==> src/rtl/bus_mux_pkg.sv <==
// Shared constants for the registered bus multiplexer: source indices, bus width and
// the saturation limit of the conflict counter.
package bus_mux_pkg;

  // Source indices on the shared datapath bus.
  localparam int unsigned SRC_R0     = 0;
  localparam int unsigned SRC_R1     = 1;
  localparam int unsigned SRC_R2     = 2;
  localparam int unsigned SRC_R3     = 3;
  localparam int unsigned SRC_R4     = 4;
  localparam int unsigned SRC_R5     = 5;
  localparam int unsigned SRC_R6     = 6;
  localparam int unsigned SRC_R7     = 7;
  localparam int unsigned SRC_R8     = 8;
  localparam int unsigned SRC_R9     = 9;
  localparam int unsigned SRC_R10    = 10;
  localparam int unsigned SRC_R11    = 11;
  localparam int unsigned SRC_R12    = 12;
  localparam int unsigned SRC_R13    = 13;
  localparam int unsigned SRC_R14    = 14;
  localparam int unsigned SRC_R15    = 15;
  localparam int unsigned SRC_HI     = 16;
  localparam int unsigned SRC_LO     = 17;
  localparam int unsigned SRC_ZHIGH  = 18;
  localparam int unsigned SRC_ZLOW   = 19;
  localparam int unsigned SRC_PC     = 20;
  localparam int unsigned SRC_MDR    = 21;
  localparam int unsigned SRC_INPORT = 22;
  localparam int unsigned SRC_CSIGN  = 23;

  localparam int unsigned BUS_WIDTH = 32;
  localparam logic [7:0]  CNT_MAX   = 8'd255;

endpackage

==> src/rtl/bus_arbiter.sv <==
// Request vector to grant index. Lowest requesting index wins by default.
// With BUS_MUX_ROUND_ROBIN_EN defined, a pointer register holds the last granted index and
// the search starts just above it, wrapping modulo NUM_SRC.
module bus_arbiter
  import bus_mux_pkg::*;
#(
  parameter int unsigned NUM_SRC = 24,
  parameter int unsigned SEL_W   = $clog2(NUM_SRC)
) (
  input  logic               i_clock,
  input  logic               i_clear,
  input  logic [NUM_SRC-1:0] i_req,
  output logic [SEL_W-1:0]   o_idx,
  output logic               o_valid,
  output logic               o_multi
);

  logic [SEL_W-1:0] w_idx_lo;

  // Request summary: any request, and more than one request.
  always_comb begin
    o_valid = |i_req;
    o_multi = ($countones(i_req) > 1);
  end

  // Lowest asserted index; downward scan so the last hit is the lowest.
  always_comb begin
    w_idx_lo = '0;
    for (int i = int'(NUM_SRC) - 1; i >= 0; i--) begin
      if (i_req[i]) w_idx_lo = SEL_W'(i);
    end
  end

`ifdef BUS_MUX_ROUND_ROBIN_EN
  logic [SEL_W-1:0] r_ptr;
  logic [SEL_W-1:0] w_idx_hi;
  logic             w_hi_found;

  // Lowest asserted index above the pointer; falls back to the overall lowest (wrap).
  always_comb begin
    w_idx_hi   = '0;
    w_hi_found = 1'b0;
    for (int i = int'(NUM_SRC) - 1; i >= 0; i--) begin
      if (i_req[i] && (SEL_W'(i) > r_ptr)) begin
        w_idx_hi   = SEL_W'(i);
        w_hi_found = 1'b1;
      end
    end
    o_idx = w_hi_found ? w_idx_hi : w_idx_lo;
  end

  // Pointer follows the grant; idle cycles leave it untouched.
  always_ff @(posedge i_clock) begin
    if (i_clear) begin
      r_ptr <= SEL_W'(NUM_SRC - 1);
    end else if (o_valid) begin
      r_ptr <= o_idx;
    end
  end
`else
  logic w_unused_clk;
  assign w_unused_clk = i_clock ^ i_clear;

  // Fixed priority needs no state.
  always_comb begin
    o_idx = w_idx_lo;
  end
`endif

endmodule

==> src/rtl/bus_mux_reg.sv <==
// Registered datapath bus multiplexer with idle hold and multi-driver conflict tracking.
// Optional build macro: BUS_MUX_ROUND_ROBIN_EN (round-robin conflict arbitration in
// bus_arbiter); without it, the lowest requesting index wins.
module bus_mux_reg
  import bus_mux_pkg::*;
#(
  parameter int unsigned WIDTH        = BUS_WIDTH,
  parameter int unsigned NUM_SRC      = 24,
  parameter int unsigned SEL_W        = $clog2(NUM_SRC),
  parameter int unsigned PIPE         = 1,
  parameter int unsigned HOLD_ON_IDLE = 1
) (
  input  logic                     i_clock,
  input  logic                     i_clear,
  input  logic [NUM_SRC*WIDTH-1:0] i_src_data,
  input  logic [NUM_SRC-1:0]       i_src_out,
  input  logic                     i_err_clear,
  output logic [WIDTH-1:0]         o_bus_out,
  output logic                     o_bus_valid,
  output logic [SEL_W-1:0]         o_bus_sel,
  output logic                     o_conflict,
  output logic                     o_conflict_sticky,
  output logic [7:0]               o_conflict_count
);

  logic [SEL_W-1:0] w_gnt_idx;
  logic             w_gnt_valid;
  logic             w_multi;
  logic [WIDTH-1:0] w_gnt_data;

  // r_bus is the output register when PIPE=1 and the idle hold register when PIPE=0.
  logic [WIDTH-1:0] r_bus, w_bus_nxt;
  logic             r_valid;
  logic [SEL_W-1:0] r_sel, w_sel_nxt;
  logic             r_conflict;
  logic             r_sticky, w_sticky_nxt;
  logic [7:0]       r_count, w_count_nxt;

  bus_arbiter #(
    .NUM_SRC (NUM_SRC),
    .SEL_W   (SEL_W)
  ) u_arbiter (
    .i_clock (i_clock),
    .i_clear (i_clear),
    .i_req   (i_src_out),
    .o_idx   (w_gnt_idx),
    .o_valid (w_gnt_valid),
    .o_multi (w_multi)
  );

  // Data of the granted source; the index never exceeds NUM_SRC-1.
  always_comb begin
    w_gnt_data = '0;
    for (int i = 0; i < int'(NUM_SRC); i++) begin
      if (w_gnt_idx == SEL_W'(i)) w_gnt_data = i_src_data[i*WIDTH +: WIDTH];
    end
  end

  // Next bus/select value: capture on grant, otherwise hold or zero the data.
  always_comb begin
    w_bus_nxt = r_bus;
    w_sel_nxt = r_sel;
    if (w_gnt_valid) begin
      w_bus_nxt = w_gnt_data;
      w_sel_nxt = w_gnt_idx;
    end else if (HOLD_ON_IDLE == 0) begin
      w_bus_nxt = '0;
    end
  end

  // Conflict bookkeeping: a new conflict takes precedence over err_clear.
  always_comb begin
    w_sticky_nxt = r_sticky;
    w_count_nxt  = r_count;
    if (w_multi) begin
      w_sticky_nxt = 1'b1;
      if (i_err_clear) begin
        w_count_nxt = 8'd1;
      end else if (r_count != CNT_MAX) begin
        w_count_nxt = r_count + 8'd1;
      end
    end else if (i_err_clear) begin
      w_sticky_nxt = 1'b0;
      w_count_nxt  = 8'd0;
    end
  end

  // State registers; clear discards any in-flight transfer.
  always_ff @(posedge i_clock) begin
    if (i_clear) begin
      r_bus      <= '0;
      r_valid    <= 1'b0;
      r_sel      <= '0;
      r_conflict <= 1'b0;
      r_sticky   <= 1'b0;
      r_count    <= 8'd0;
    end else begin
      r_bus      <= w_bus_nxt;
      r_valid    <= w_gnt_valid;
      r_sel      <= w_sel_nxt;
      r_conflict <= w_multi;
      r_sticky   <= w_sticky_nxt;
      r_count    <= w_count_nxt;
    end
  end

  // Output selection: registered path, or combinational path backed by the hold register.
  always_comb begin
    if (PIPE != 0) begin
      o_bus_out   = r_bus;
      o_bus_valid = r_valid;
      o_bus_sel   = r_sel;
    end else begin
      o_bus_valid = w_gnt_valid;
      o_bus_sel   = w_gnt_valid ? w_gnt_idx : r_sel;
      if (w_gnt_valid)            o_bus_out = w_gnt_data;
      else if (HOLD_ON_IDLE != 0) o_bus_out = r_bus;
      else                        o_bus_out = '0;
    end
    o_conflict        = r_conflict;
    o_conflict_sticky = r_sticky;
    o_conflict_count  = r_count;
  end

endmodule
==> config.mk <==
export PLATFORM = sky130hd
export DESIGN_NAME = bus_mux_reg
export DESIGN_NICKNAME = d
export VERILOG_FILES = /design/src/rtl/bus_mux_pkg.sv /design/src/rtl/bus_arbiter.sv /design/src/rtl/bus_mux_reg.sv
export SDC_FILE = /design/constraint.sdc
export NUM_CORES = 1
export LEC_CHECK = 0
export BUFFER_PORTS_ARGS = -buffer_cell sky130_fd_sc_hd__buf_2
export CAP_MARGIN = 30
export CORE_AREA = 2 2 331 333
export DETAILED_ROUTE_END_ITERATION = 10
export DIE_AREA = 0 0 333 335
export GPL_TIMING_DRIVEN = 0
export PLACE_DENSITY_LB_ADDON = 0.15
export RECOVER_POWER = 50
export SKIP_LAST_GASP = 1
export SYNTH_ARGS = -nofsm -noshare
export SYNTH_HDL_FRONTEND = slang
export SYNTH_HIERARCHICAL = 1
export SYNTH_SLANG_ARGS = --single-unit
==> constraint.sdc <==
create_clock -name i_clock -period 17.1 [get_ports i_clock]
set_input_delay 3.42 -clock i_clock [delete_from_list [all_inputs] [get_ports i_clock]]
set_output_delay 3.42 -clock i_clock [all_outputs]
set_load 0.005 [all_outputs]
==> results.ini <==
[cts]
tritoncts=built
clockBufferDepth=2
ctsHoldBuffers=0
numCtsBuffers=5
cts.sinks=48
path_clk_slew_ns=0.08
cts_setup_buffers=0
cts_max_level=2
cts_resized=0
cts-root-buf=clkbuf_16
insertion_delay_ns=0.33

[final_layout]
design_area_sq_um=16700
nets=3136
drive_above_1_share=0.440
multiInputGateArea_sq_um=8320
area_growth_pct=64.8
seq_area_sq_um=961
fill_cells=12871

[synth]
ys_async_sr_fraction=0
syn_avg_cell_area_sq_um=7.14
synth_enable_flop_cells=0
synth_common_cells=a21oi_1, nor2_1, o21ai_0
synth-main-ff-cell=dfxtp_1
synthTopCellsByArea=dfxtp_1, a21oi_1, nor2_1
synth_most_common_cell=a21oi_1
syn_area_sq_um=10100
yosysSeqAreaShare=0.0947
synth_nets=2256
synthCells=1421
ys_ff_latch=48
synth_cell_types=92
yosysTopAreaCellShare=0.0947
yosysTopAreaCell=dfxtp_1
ys_warn_count=6

[timing]
relSlewSlack=0.296
tightest_slew_ns=1.05
setup_violations=0
max_freq_mhz=121
drv_slew=0
finalCriticalPeriod_ns=8.25
skew_ns=0.00498
rsz0062_at_grt=no
hold_viol_final=0
period_share=0.482
finalSetupTns_ns=0

[placed_design]
placed_area_sq_um=16500
hpwl_mm=130
portBuffers=842
gp_congestion=0.880

[power_and_ir_drop]
p_leak_nw=7.26
ir_worst_vdd_uv=57.0
p_per_area_nw_per_um2=47.6

[global_routing]
antenna_found_initial=119
grt_use_total=0.264
grt_pass1_wl_mm=190
gr-total-overflow=0
grt_pass1_vias=17511
grt_start_max_net_pins=16

[critical_path]
required_ns=17.27
crit_chain=buf_2 -> nor2_1 -> a211oi_1 -> o311a_1 -> a211oi_1 -> buf_2 -> nor2b_1 -> buf_2 -> nand2_1 -> o22ai_1 -> a211oi_1 -> o31ai_1 -> a21oi_1
critical_path.startpoint_type=primary input
worst-setup-path-type=primary input to flip-flop
slowest_delay_ns=1.00
worstSetupEndpointType=flip-flop
slowest_stage=o22ai_1
crit_fanout=10
crit_arrival_ns=8.42

[floorplanning]
die_y_um=335
die-width_um=333
pin_count=843
initial_core_util=0.0939
fp-row-count=121
die_area_sq_um=112000
core_sq_um=108000

[routing]
viasPerCell=4.62
avgRoutedWirePerCell_um=41.1
drt_iter0_drc=1450
drc=0
drt_wl_total_mm=154
drt_first_pass_iters=8
ant_nets=0
vias=17286

[status]
status=completed

[worst_hold_path]
hp-class=flip-flop to flip-flop

[run]
maxCapViolCount=0

[path summary, 6_finish.rpt]
kind                       start             endpoint  slack (ns)  cells past startpoint
min reg2reg    o_conflict_sticky    o_conflict_sticky        0.48                      2
max                i_src_out[21]        o_bus_out[30]        8.85                     13
min            o_conflict_sticky    o_conflict_sticky        0.48                      2
max reg2reg  o_conflict_count[0]  o_conflict_count[7]       15.38                      7
[report_power, final]
group          internal, mW  switching [mW]  leakage [nW]
Sequential            0.125          0.0105         0.397
Clock                0.0739          0.0617        0.0872
Combinational         0.199           0.326          6.77
[worst max-delay path, delay by kind of cell]
family,cells,cell delay [ns]
compound gates,7,2.96
simple gates,3,1.13
buf+inv,3,0.89
[state kept, by name, summed over array words and instances (netlist names)]
name and count:
o_conflict 1, o_bus_sel 5, o_bus_out 32, o_conflict_count 8, o_conflict_sticky 1, o_bus_valid 1
[final cells by class]
class	count	area share
repair buffers	873	0.271
flip-flops and latches	48	0.0575
inverters	50	0.0112
multi-input cells	1190	0.498
plain buffers	133	0.0430
clock inverters	2	0.00232
well taps	1414	0.106
diodes	23	0.00344
clock buffers	6	0.00830
[layer usage]
metal / track usage / part of all wire / up-vias
met5: 0 / 0.0036 / -
met4: 0.0556 / 0.026 / 90
met3: 0.0652 / 0.076 / 226
met2: 0.457 / 0.48 / 937
met1: 0.328 / 0.42 / 8679
li1: - / - / 7354
[per-stage QoR]
step / hold WS [ns] / util / cells / setup slack, ns / power (mW)
floorplan: 0.466 / - / 1421 / 9.11 / 0.349
global placement: 0.465 / 0.149 / 3677 / 7.56 / 0.664
detailed placement: 0.463 / 0.153 / 3708 / 8.29 / 0.674
CTS: 0.478 / 0.155 / 3716 / 8.62 / 0.813
global route: 0.517 / 0.154 / 3724 / 8.60 / 0.844
finish: 0.477 / 0.155 / 3739 / 8.85 / 0.796
[logic make-up after synthesis]
| group | synth area share |
|---|---|
| adder cells (fa/ha/maj) | 0.0619 |
| AND/OR/NAND/NOR | 0.196 |
| AO/OA/AOI/OAI | 0.435 |
| buffers and inverters | 0.0890 |
| multiplexers | 0.120 |
| flip-flops | 0.0947 |
| XOR/XNOR | 0.00345 |
[cell usage in the layout (no fill, tap or decap), types with 17 or more instances in the layout]
cell type,count
fa_1,17
ha_1,23
nand3_1,21
inv_1,48
nor2_1,144
a211oi_1,36
a221oi_1,26
buf_2,871
buf_4,29
o211ai_1,19
a21oi_1,165
o221ai_1,30
clkbuf_1,69
dfxtp_1,48
o22ai_1,62
o21ai_0,105
nand2_1,103
mux4_2,21
mux2i_1,54
mux2_2,18
diode_2,23
a22oi_1,40
(Power assumes the default switching activity.)
